### config.mk
export PLATFORM = sky130hd
export DESIGN_NAME = iscbdiv_ctrl
export DESIGN_NICKNAME = d
export VERILOG_FILES = /design/src/rtl/iscbdiv_ctrl.sv
export SDC_FILE = /design/constraint.sdc
export NUM_CORES = 1
export LEC_CHECK = 0
export CORE_ASPECT_RATIO = 0.6
export CORE_MARGIN = 2
export CORE_UTILIZATION = 45
export DETAILED_ROUTE_END_ITERATION = 7
export PLACE_DENSITY = 0.7
export SYNTH_ARGS = -nofsm -noshare
export SYNTH_HDL_FRONTEND = slang
export SYNTH_SLANG_ARGS = --single-unit
### constraint.sdc
create_clock -name clk -period 5.1 [get_ports clk]
set_clock_uncertainty 0.05 [all_clocks]
set_input_delay 1.53 -clock clk [delete_from_list [all_inputs] [get_ports clk]]
set_output_delay 1.53 -clock clk [all_outputs]
set_load 0.02 [all_outputs]
### src/rtl/iscbdiv_ctrl.sv
// Job controller for a unary (stochastic) divider: turns binary operands into correlated
// bitstreams, counts quotient ones over one full stream period and returns a binary result.
module iscbdiv_ctrl #(
    parameter int unsigned WIDTH         = 8,
    parameter int unsigned WARMUP        = 4,
    parameter int unsigned DEPLOG_KERNEL = 1
) (
    input  logic                     clk,
    input  logic                     rst_n,
    input  logic                     in_valid,
    output logic                     in_ready,
    input  logic [WIDTH-1:0]         in_dividend,
    input  logic [WIDTH-1:0]         in_divisor,
    output logic                     div_dividend,
    output logic                     div_divisor,
    output logic [DEPLOG_KERNEL-1:0] div_randNum,
    input  logic                     div_quotient,
    output logic                     out_valid,
    input  logic                     out_ready,
    output logic [WIDTH-1:0]         out_quotient,
    output logic                     out_div0,
    output logic                     busy
);

    localparam int unsigned SEQ_W  = WIDTH + 4;
    localparam int unsigned ONES_W = WIDTH + 1;

    localparam logic [SEQ_W-1:0]  SEQ_ONE   = SEQ_W'(1);
    localparam logic [SEQ_W-1:0]  WARM_LAST = SEQ_W'(WARMUP - 1);
    localparam logic [SEQ_W-1:0]  RUN_LAST  = SEQ_W'((1 << WIDTH) - 1);
    localparam logic [WIDTH-1:0]  Q_MAX     = '1;
    localparam logic [7:0]        LFSR_SEED = 8'h01;

    typedef enum logic [1:0] {
        StIdle,
        StWarmup,
        StRun,
        StDone
    } state_e;

    state_e             r_state, w_state_nxt;
    logic [SEQ_W-1:0]   r_seq, w_seq_nxt;
    logic [ONES_W-1:0]  r_ones, w_ones_nxt;
    logic [WIDTH-1:0]   r_op_dd, w_op_dd_nxt;
    logic [WIDTH-1:0]   r_op_dv, w_op_dv_nxt;
    logic [WIDTH-1:0]   r_quot, w_quot_nxt;
    logic               r_div0, w_div0_nxt;
    logic [7:0]         r_lfsr, w_lfsr_nxt;

    logic               w_stream_en;
    logic [WIDTH-1:0]   w_run_idx;
    logic [WIDTH-1:0]   w_sel;
    logic [ONES_W-1:0]  w_ones_fin;
    logic [WIDTH-1:0]   w_ones_sat;
    logic               w_lfsr_fb;

    assign w_stream_en = (r_state == StWarmup) || (r_state == StRun);

    // Run index stays at 0 through warm-up so the divider sees a steady stream to settle on.
    assign w_run_idx = (r_state == StRun) ? r_seq[WIDTH-1:0] : '0;

    always_comb begin
        w_sel = '0;
        for (int unsigned i = 0; i < WIDTH; i++) begin
            w_sel[i] = w_run_idx[WIDTH-1-i];
        end
    end

    // One shared comparator value gives maximally correlated dividend/divisor streams.
    assign div_dividend = w_stream_en && (w_sel < r_op_dd);
    assign div_divisor  = w_stream_en && (w_sel < r_op_dv);

    assign w_lfsr_fb   = r_lfsr[7] ^ r_lfsr[5] ^ r_lfsr[4] ^ r_lfsr[3];
    assign div_randNum = r_lfsr[DEPLOG_KERNEL-1:0];

    // Include the final RUN sample; a full stream of ones saturates to the top code.
    assign w_ones_fin = r_ones + ONES_W'(div_quotient);
    assign w_ones_sat = w_ones_fin[WIDTH] ? Q_MAX : w_ones_fin[WIDTH-1:0];

    assign in_ready     = (r_state == StIdle);
    assign out_valid    = (r_state == StDone);
    assign busy         = (r_state != StIdle);
    assign out_quotient = r_quot;
    assign out_div0     = r_div0;

    always_comb begin
        w_state_nxt = r_state;
        w_seq_nxt   = r_seq;
        w_ones_nxt  = r_ones;
        w_op_dd_nxt = r_op_dd;
        w_op_dv_nxt = r_op_dv;
        w_quot_nxt  = r_quot;
        w_div0_nxt  = r_div0;
        w_lfsr_nxt  = r_lfsr;

        case (r_state)
            StIdle: begin
                if (in_valid) begin
                    w_op_dd_nxt = in_dividend;
                    w_op_dv_nxt = in_divisor;
                    w_seq_nxt   = '0;
                    w_ones_nxt  = '0;
                    if (in_divisor == '0) begin
                        w_state_nxt = StDone;
                        w_quot_nxt  = Q_MAX;
                        w_div0_nxt  = 1'b1;
                    end else begin
                        w_state_nxt = StWarmup;
                    end
                end
            end
            StWarmup: begin
                w_lfsr_nxt = {r_lfsr[6:0], w_lfsr_fb};
                if (r_seq == WARM_LAST) begin
                    w_seq_nxt   = '0;
                    w_state_nxt = StRun;
                end else begin
                    w_seq_nxt = r_seq + SEQ_ONE;
                end
            end
            StRun: begin
                w_lfsr_nxt = {r_lfsr[6:0], w_lfsr_fb};
                w_ones_nxt = w_ones_fin;
                if (r_seq == RUN_LAST) begin
                    w_state_nxt = StDone;
                    w_quot_nxt  = w_ones_sat;
                    w_div0_nxt  = 1'b0;
                end else begin
                    w_seq_nxt = r_seq + SEQ_ONE;
                end
            end
            StDone: begin
                if (out_ready) begin
                    w_state_nxt = StIdle;
                end
            end
            default: begin
                w_state_nxt = StIdle;
            end
        endcase
    end

    always_ff @(posedge clk or negedge rst_n) begin
        if (!rst_n) begin
            r_state <= StIdle;
            r_seq   <= '0;
            r_ones  <= '0;
            r_op_dd <= '0;
            r_op_dv <= '0;
            r_quot  <= '0;
            r_div0  <= 1'b0;
            r_lfsr  <= LFSR_SEED;
        end else begin
            r_state <= w_state_nxt;
            r_seq   <= w_seq_nxt;
            r_ones  <= w_ones_nxt;
            r_op_dd <= w_op_dd_nxt;
            r_op_dv <= w_op_dv_nxt;
            r_quot  <= w_quot_nxt;
            r_div0  <= w_div0_nxt;
            r_lfsr  <= w_lfsr_nxt;
        end
    end

endmodule

==> flow_summary_export.csv, run 1 <==
group,metric,value,unit
timing,slew_viol_final,0,
floorplanning,dieArea,7980,sq um
critical_path,cp.buffers_inverters,2,
global_route,grt_pass1_wl,12100,microns
timing,final.setup.worst_slack,759,ps
timing,finalCritPeriodShare,85.1,%
cells_and_area,drive_above_1_share,15.4,%
clock_tree,cts_tree,"done",
cells_and_area,multi_input_area,1720,sq um
cells_and_area,fin_nets,389,
floorplanning,io_pins,36,
critical_path,critical_path_depth,9,
timing,rsz0062_at_grt,"no",
timing,clock.fmax,230,MHz
timing,period_needed,4340,ps
critical_path,max_stage_delay,540,ps
yosys,syn-num-nets,360,
yosys,ys_seq_area_share,42.9,%
power_and_ir_drop,p_leak,0.00174,uW
power_and_ir_drop,power_density,274,nW/um^2
timing,setup_tns,0,ps
critical_path,path_cells,"inv_1 -> ha_1 -> and2_1 -> ha_1 -> a21oi_1 -> maj3_1 -> o21ai_0 -> a31oi_1 -> clkdlybuf4s50_1",
cells_and_area,regArea,1400,sq um
placement,hpwl,5100,microns
placement,io_buffers,35,
route,wl_per_cell,15.8,microns
clock_tree,clock_latency,300,ps
floorplanning,coreArea,7150,sq um
cells_and_area,fillCellCount,651,
yosys,ys_warn_count,0,
clock_tree,postCtsSetupBuffers,0,
yosys,synthCells,320,
route,drcViolationCount,0,
clock_tree,root_buffer,"clkbuf_16",
floorplanning,initial_core_util,45.7,%
critical_path,cp_data_required_time,3520,ps
route,ant_nets,0,
yosys,syn_area_per_cell,10.2,sq um
critical_path,slowest_stage,"clkdlybuf4s50_1",
clock_tree,cts-htree-levels,2,
route,vias,2437,
placement,gp_congestion,0.840,
critical_path,cp-start-kind,"register",
route,avgViaCountPerCell,5.53,
critical_path,criticalPathCategory,"reg2out",
floorplanning,core.rowCount,24,
job,cap_violations,0,
clock_tree,clk_pin_slew,70,ps
route,first_iter_violations,123,
yosys,syn_area,3270,sq um
clock_tree,cts.sinks,56,
power_and_ir_drop,peakVddDrop,0.184,mV
yosys,synth.distinct_cells,51,
placement,pre_cts_slack,1090,ps
hold_path,worstHoldPathCells,2,
route,drt-pass1-iter-count,4,
yosys,synth_edf_count,0,
critical_path,crit_path_max_fanout,8,
critical_path,worstPathArrival,2760,ps
global_route,grt_antenna_before_repair,0,
timing,setup_viol,0,
cells_and_area,area_growth,18.0,%
yosys,ys.flop_type,"dfrtp_1",
timing,hold_violations,0,
clock_tree,cts_inserted_buffers,5,
critical_path,crit_path_end_kind,"output port",
critical_path,crit_top_cell,"ha_1",
run_status,run_status,"complete, no violations",
timing,tightestPinTransition,700,ps
global_route,grt_pass1_vias,2440,
yosys,ys_ff_latch,56,
route,finalWirelength,6980,microns
floorplanning,die_y,70.0,microns
yosys,async_reset_ff_share,100,%
global_route,grt_max_degree,30,
floorplanning,die_w,114,microns
cells_and_area,utilization,53.9,%
clock_tree,holdBufCountCts,0,
critical_path,rr_worst_depth,6,
cells_and_area,antennaDiodeCount,0,
global_route,overflow,0,
clock_tree,post_cts_resized,0,
clock_tree,clock_path_buffers,2,
timing,max-slew-margin-rel,53.2,%
global_route,grt_usage,19.1,%
critical_path,crit_family,"adder cells",
hold_path,hp-class,"reg2reg",
## metrics by stage
step,std cells,power (uW),instance area (sq um),hold WS [ps]
after CTS,441,1070,3850,456
after floorplan,320,603,3270,419
after global routing,441,1110,3850,475
after detailed placement,433,648,3670,440
final,441,1060,3850,449
after global placement,433,641,3670,435
## tightest hold or removal path, delay by kind of cell (launching register included)
kind | cells | cell delay (ps)
AOI/OAI and AO/OA | 1 | 50
DFF | 1 | 380
and+or+nand+nor | 1 | 80
## report_power, final
part           switching (uW)  total (uW)  internal [uW]
sequential               42.4         512            470
clock                     159         418            259
combinational            55.0         126           70.6
## cell families (layout without fill, tap and decap cells)
family                     after synthesis  after routing  share of synthesized area [%]
AOI/OAI and AO/OA                       73             73                           14.9
DFF                                     56             56                           42.9
buffers and inverters                   36             66                           4.56
and+or+nand+nor                         89             89                           14.9
adders and majority gates               21             21                           7.89
xor gates and xnor gates                 8              8                           2.14
muxes                                   37             37                           12.6
## cell usage in the layout (no fill, tap or decap), types with 2 or more instances in the layout
cell             instances
mux2i_1                  3
a31oi_1                  5
nand2_1                 21
mux2_1                   2
nand3_1                 12
inv_1                   21
nand4_1                  3
nor4_1                   3
a21o_1                   5
nor3b_1                  2
a211o_1                  3
o21ai_0                 25
xor2_1                   2
dfrtp_1                 55
clkdlybuf4s50_1         34
a21oi_1                 12
clkbuf_8                 2
mux2_2                  32
ha_1                    19
a21bo_2                  2
and2_1                   8
nor2b_1                  2
maj3_1                   2
nand2b_1                 6
clkbuf_16                5
and3_1                   2
buf_4                    2
nor2_1                  17
a32o_1                   2
o31ai_1                  8
nor3_1                   6
xnor2_1                  6
## routing by layer
metal  routed length, microns  share of wire [%]  up-vias  global-route usage, %
li1                         -                  -     1199                      -
met3                      376                5.4        7                   4.25
met5                        0                  0        -                      0
met1                     3720                 53     1180                   30.2
met4                       60               0.86        0                   5.96
met2                     2820                 40       51                   25.8
## final cells by class
type	count	area share, %
Multi-Input combinational cell	228	44.5
Sequential cell	56	36.4
Tap cell	91	2.95
Inverter	21	2.04
Timing Repair Buffer	37	9.35
Clock inverter	1	0.779
Clock buffer	7	3.96
## cell usage after synthesis (3+ instances only)
cell	instances	area share, %
dfrtp_1	55	42
o31ai_1	8	1.8
nor3_1	6	0.92
nand2b_1	6	1.1
nand2_1	21	2.4
mux2i_1	3	0.92
and2_1	8	1.5
a31oi_1	5	0.96
nand4_1	3	0.57
nor4_1	3	0.57
nor2_1	17	2.0
a211o_1	3	0.80
a21oi_1	12	1.8
buf_2	5	0.77
xnor2_1	6	1.6
nand3_1	12	1.8
clkbuf_1	8	0.92
mux2_2	32	11
inv_1	21	2.4
o21ai_0	25	3.8
ha_1	19	7.3
a21o_1	5	1.1
## path summary, 6_finish.rpt
path	startpoint	endpoint	slack, ps
min in group asynchronous	rst_n	r_op_dd[4]	1200
setup reg to reg	r_state[1]	r_seq[1]	2300
hold reg to reg	r_lfsr[0]	r_lfsr[0]	450
hold / removal	r_lfsr[0]	r_lfsr[0]	450
setup / recovery	r_state[0]	div_divisor	760
max in group asynchronous	rst_n	out_quotient[0]	2980
## registers in the layout, summed over array words and instances (netlist names)
name,count
r_op_dv,8
out_quotient,8
r_state,2
r_seq,12
r_op_dd,8
r_ones,9
r_lfsr,8
out_div0,1
(Power assumes the default switching activity.)
==> run 2, diff against run 1 <==
clock period = 5.37 ns   (was 5.1 ns; I/O delays follow)
==> run 2 against run 1 <==
  * Design area shrank 0.68%
  * Via count is 0.53% higher
  * Core utilization down 0.37 points
  * Critical path type unchanged
  * Register-to-register slack better by 200 ps
  * Non-clock buffer count did not move
  * Sequential power fell by 4.5%
  * Highest routed layer unchanged
  * Die area unchanged
  * Critical path depth did not move
  * Clock power decreased by 17%
  * Sequential share of layout area is 0.25 points higher
  * Largest power group unchanged
==> flow_summary_export.csv, run 2 (synthesis results as in run 1) <==
group,metric,value,unit
run_status,run_status,"complete, no violations",
global_route,grt_usage,18.8,%
floorplanning,core.rowCount,24,
global_route,overflow,0,
cells_and_area,largestRegisters,"r_seq (12), r_ones (9)",
hold_path,worstHoldPathCells,1,
cells_and_area,drive_above_1_share,15.1,%
route,drcViolationCount,0,
clock_tree,cts-htree-levels,2,
clock_tree,holdBufCountCts,0,
cells_and_area,antennaDiodeCount,0,
hold_path,hold_path_end,"r_lfsr[7]",
route,finalWirelength,6990,microns
critical_path,crit_path_max_fanout,9,
global_route,grt_antenna_before_repair,0,
timing,clock.fmax,223,MHz
cells_and_area,area_growth,17.2,%
timing,setup_tns,0,ps
cells_and_area,fin_nets,389,
critical_path,crit_path_end_kind,"output port",
power_and_ir_drop,peakVddDrop,0.101,mV
cells_and_area,fillCellCount,635,
global_route,grt_pass1_vias,2316,
clock_tree,clock_path_buffers,2,
clock_tree,postCtsSetupBuffers,0,
cells_and_area,layout_common_cells,"dfrtp_1, clkdlybuf4s50_1, mux2_2, o21ai_0",
floorplanning,die_w,114,microns
floorplanning,coreArea,7150,sq um
timing,tightestPinTransition,728,ps
clock_tree,clock_latency,300,ps
global_route,grt_max_degree,57,
route,first_iter_violations,118,
floorplanning,dieArea,7980,sq um
route,drt-pass1-iter-count,4,
critical_path,rrSetupSlack,2500,ps
floorplanning,die_y,70.0,microns
critical_path,path_cells,"inv_1 -> ha_1 -> and2_1 -> ha_1 -> a21oi_1 -> maj3_1 -> o21ai_0 -> a31oi_1 -> clkdlybuf4s50_1",
timing,max-slew-margin-rel,51.5,%
global_route,grt_pass1_wl,11700,microns
clock_tree,root_buffer,"clkbuf_16",
timing,finalCritPeriodShare,83.4,%
critical_path,cp-start-kind,"register",
job,cap_violations,0,
route,vias,2450,
clock_tree,post_cts_resized,0,
cells_and_area,mostFrequentLayoutCell,"dfrtp_1",
hold_path,hp-class,"reg2reg",
placement,io_buffers,35,
clock_tree,cts_tree,"done",
critical_path,criticalPathCategory,"reg2out",
route,wl_per_cell,15.9,microns
route,avgViaCountPerCell,5.56,
critical_path,cp_data_required_time,3710,ps
clock_tree,cts_inserted_buffers,5,
timing,period_needed,4480,ps
critical_path,r2r-start,"r_state[1]",
floorplanning,initial_core_util,45.7,%
placement,hpwl,5100,microns
route,ant_nets,0,
critical_path,rr_worst_depth,6,
power_and_ir_drop,p_leak,0.00173,uW
timing,hold_violations,0,
clock_tree,clk_pin_slew,70,ps
placement,gp_congestion,0.863,
critical_path,max_stage_delay,550,ps
cells_and_area,largest_register_ffs,12,
critical_path,worstPathArrival,2820,ps
critical_path,r2r-end,"r_seq[2]",
timing,setup_viol,0,
clock_tree,cts.sinks,56,
timing,slew_viol_final,0,
cells_and_area,largest-register,"r_seq",
floorplanning,io_pins,36,
critical_path,slowest_stage,"clkdlybuf4s50_1",
power_and_ir_drop,finalPower,955,uW
critical_path,crit_top_cell,"ha_1",
power_and_ir_drop,power_density,250,nW/um^2
timing,rsz0062_at_grt,"no",
hold_path,hp-start,"r_lfsr[6]",
run 2: cell count changes in the layout (fill, tap and decap cells not counted), sizes merged:
| cell | delta |
|---|---|
| clkbuf | +1 |
| bufinv | -1 |
run 2: routing by layer:
metal	vias up	global-route usage [%]	share of wire [%]	wire [microns]
li1	1206	-	-	-
met1	1179	30.2	54	3790
met4	0	5.56	1.2	85
met2	56	24.5	39	2710
met3	9	4.51	5.8	403
met5	-	0	0	0
run 2: per-stage QoR:
stage | worst slack, ps | hold WS (ps) | cell area [sq um] | std cells | utilization, %
3_3_place_gp | 1290 | 431 | 3670 | 433 | 51.4
3_5_place_dp | 1230 | 439 | 3670 | 433 | 51.4
2_1_floorplan | 1220 | 419 | 3270 | 320 | -
6_report | 892 | 451 | 3830 | 441 | 53.6
5_1_grt | 717 | 466 | 3830 | 441 | 53.6
4_1_cts | 897 | 454 | 3830 | 441 | 53.6
run 2: how the worst max path moves through the flow:
| stage | end | depth (start not counted) | slack (ps) | start |
|---|---|---|---|---|
| after global routing | div_dividend | 9 | 720 | r_state[0] |
| after CTS | div_divisor | 9 | 900 | r_state[0] |
| after detailed placement | div_divisor | 9 | 1230 | r_state[0] |
| after floorplan | div_divisor | 11 | 1220 | r_state[0] |
| final | div_dividend | 9 | 890 | r_state[0] |
| after global placement | div_divisor | 9 | 1290 | r_state[0] |
run 2: area by class of cell:
cell class	count	area, sq um	share of cell area (%)
Inverter	21	78.8	2.06
Clock buffer	8	156	4.08
Multi-Input combinational cell	228	1720	44.8
Timing Repair Buffer	37	360	9.41
Tap cell	91	114	2.97
Sequential cell	56	1400	36.6
run 2: where the power goes:
part | total (uW) | leakage, uW | switching (uW) | internal (uW)
Clock | 348 | 0.0000772 | 149 | 199
Combinational | 119 | 0.000909 | 52.1 | 67.0
Sequential | 489 | 0.000746 | 42.3 | 446
Total | 955 | 0.00173 | 243 | 712
run 2: worst max-delay path: cells and delay by family (launching register included):
family          cells  cell delay, ps
fa+ha+maj           3             900
simple gates        1             210
buf+inv             2             640
flops               1             390
compound gates      3             380
==> run 3, diff against run 2 <==
PLACE_DENSITY = 0.73   (was 0.7)
clock period = 3.7 ns   (was 5.37 ns; I/O delays follow)
==> run 3 against run 2 <==
  * Register-to-register slack worse by 1400 ps
  * Setup slack worse by 740 ps
  * Design area up 1.5%
  * Worst hold slack better by 2.9 ps
  * Global-route usage up 0.59 points
  * Routed wire length up 3.2%
  * Core utilization up 0.82 points
  * Clock power up 55%
  * Total power up 49%
  * Sequential cell count unchanged
  * Sequential share of layout area down 0.55 points
  * Highest routed layer unchanged
==> flow_summary_export.csv, run 3 (synthesis results as in run 1) <==
group,metric,value,unit
critical_path,crit_path_max_fanout,6,
route,first_iter_violations,170,
critical_path,r2r-end,"r_seq[2]",
clock_tree,clock_path_buffers,2,
placement,hpwl,5330,microns
cells_and_area,antennaDiodeCount,0,
power_and_ir_drop,power_density,366,nW/um^2
global_route,grt_max_degree,39,
cells_and_area,fillCellCount,635,
critical_path,path_cells,"inv_1 -> ha_2 -> and2_1 -> ha_1 -> a21oi_1 -> maj3_1 -> o21ai_1 -> a31oi_1 -> clkdlybuf4s15_1",
critical_path,cp-start-kind,"register",
floorplanning,initial_core_util,45.7,%
global_route,grt_pass1_wl,12300,microns
cells_and_area,largest-register,"r_seq",
route,drcViolationCount,0,
cells_and_area,area_growth,19.0,%
global_route,grt_pass1_vias,2537,
global_route,grt_antenna_before_repair,0,
timing,setup_tns,0,ps
hold_path,hp-start,"r_ones[0]",
cells_and_area,stdcell_count,447,
critical_path,criticalPathCategory,"reg2out",
timing,hold_violations,0,
cells_and_area,stdcell_area,3890,sq um
clock_tree,cts_inserted_buffers,5,
critical_path,max_stage_delay,400,ps
power_and_ir_drop,peakVddDrop,0.189,mV
global_route,grt_usage,19.4,%
critical_path,crit_path_end_kind,"output port",
hold_path,hp-class,"reg2reg",
power_and_ir_drop,clockPowerShare,38.0,%
timing,finalCritPeriodShare,95.9,%
timing,slew_viol_final,0,
floorplanning,die_y,70.0,microns
power_and_ir_drop,p_leak,0.00177,uW
cells_and_area,fin_nets,395,
floorplanning,coreArea,7150,sq um
critical_path,r2r-start,"r_state[0]",
timing,final.setup.worst_slack,151,ps
clock_tree,root_buffer,"clkbuf_16",
floorplanning,dieArea,7980,sq um
power_and_ir_drop,power_frac_seq,49.9,%
placement,io_buffers,35,
timing,max-slew-margin-rel,44.1,%
critical_path,cp_data_required_time,2540,ps
cells_and_area,layout_common_cells,"dfrtp_1, mux2_2, clkdlybuf4s50_1, o21ai_0",
cells_and_area,mostFrequentLayoutCell,"dfrtp_1",
clock_tree,clk_pin_slew,70,ps
clock_tree,clock_latency,300,ps
route,finalWirelength,7210,microns
cells_and_area,largestRegisters,"r_seq (12), r_ones (9)",
critical_path,worstPathArrival,2390,ps
critical_path,slowest_stage,"dfrtp_1",
route,drt-pass1-iter-count,5,
timing,clock.fmax,282,MHz
cells_and_area,regArea,1400,sq um
critical_path,rrSetupSlack,1090,ps
placement,placed_cells,439,
power_and_ir_drop,power.switching,357,uW
floorplanning,core.rowCount,24,
cells_and_area,multi_input_area,1720,sq um
placement,pre_cts_slack,136,ps
route,avgViaCountPerCell,5.59,
cells_and_area,drive_above_1_share,17.1,%
clock_tree,cts.sinks,56,
clock_tree,postCtsSetupBuffers,0,
clock_tree,cts-htree-levels,2,
route,ant_nets,0,
power_and_ir_drop,combPwrFrac,12.2,%
cells_and_area,utilization,54.4,%
placement,dpl-instance-area,3720,sq um
power_and_ir_drop,swShare,25.1,%
job,cap_violations,0,
global_route,overflow,0,
timing,tightestPinTransition,839,ps
critical_path,rr_worst_depth,7,
run_status,run_status,"complete, no violations",
hold_path,hold_path_end,"r_ones[0]",
timing,rsz0062_at_grt,"no",
hold_path,worstHoldPathCells,1,
route,wl_per_cell,16.1,microns
placement,gp_congestion,0.840,
cells_and_area,largest_register_ffs,12,
floorplanning,io_pins,36,
power_and_ir_drop,p_int,1060,uW
route,vias,2500,
clock_tree,cts_tree,"done",
timing,setup_viol,0,
floorplanning,die_w,114,microns
timing,period_needed,3550,ps
[run 3: area by class of cell]
type	count	share of cell area [%]
Clock buffer	5	3.22
Tap cell	91	2.93
Inverter	21	2.03
Multi-Input combinational cell	228	44.2
Sequential cell	56	36.1
Timing Repair Buffer	43	10.4
Clock inverter	3	1.09
[run 3: stage by stage]
step	hold WS (ps)	power (uW)
after floorplan	419	832
after global placement	436	882
after detailed placement	440	894
after CTS	458	1440
after global routing	471	1500
final	454	1420
[run 3: repair_timing]
item                       CTS  global route
hold buffers                 0             0
setup endpoints to repair    2             2
resized for setup            2             4
[run 3: worst max path at each step]
stage | from | end
2_1_floorplan | r_state[0] | div_divisor
3_3_place_gp | r_state[0] | div_divisor
3_5_place_dp | r_state[0] | div_divisor
4_1_cts | r_state[0] | div_divisor
5_1_grt | r_state[0] | div_divisor
6_report | r_state[0] | div_divisor
[run 3: worst max-delay path, delay by kind of cell, from the launching register on]
family,cells,cell delay (ps)
buffers and inverters,2,370
AND/OR/NAND/NOR,1,180
adder cells (fa/ha/maj),3,850
AO/OA/AOI/OAI,3,300
flip-flops,1,400
[run 3: metal layers]
| layer | GRT usage (%) | up-vias | routed length [microns] |
|---|---|---|---|
| li1 | - | 1212 | - |
| met3 | 4.25 | 5 | 361 |
| met1 | 28.8 | 1216 | 3750 |
| met2 | 28.8 | 67 | 3060 |
| met4 | 4.74 | 0 | 48 |
| met5 | 0 | - | 0 |
[run 3: power by group through the flow]
stage	Combinational [uW]	Sequential, uW	Clock [uW]
detailed placement	175	719	0
finish	173	709	540
global route	204	719	577
CTS	176	707	555
global placement	167	715	0
floorplan	152	680	0
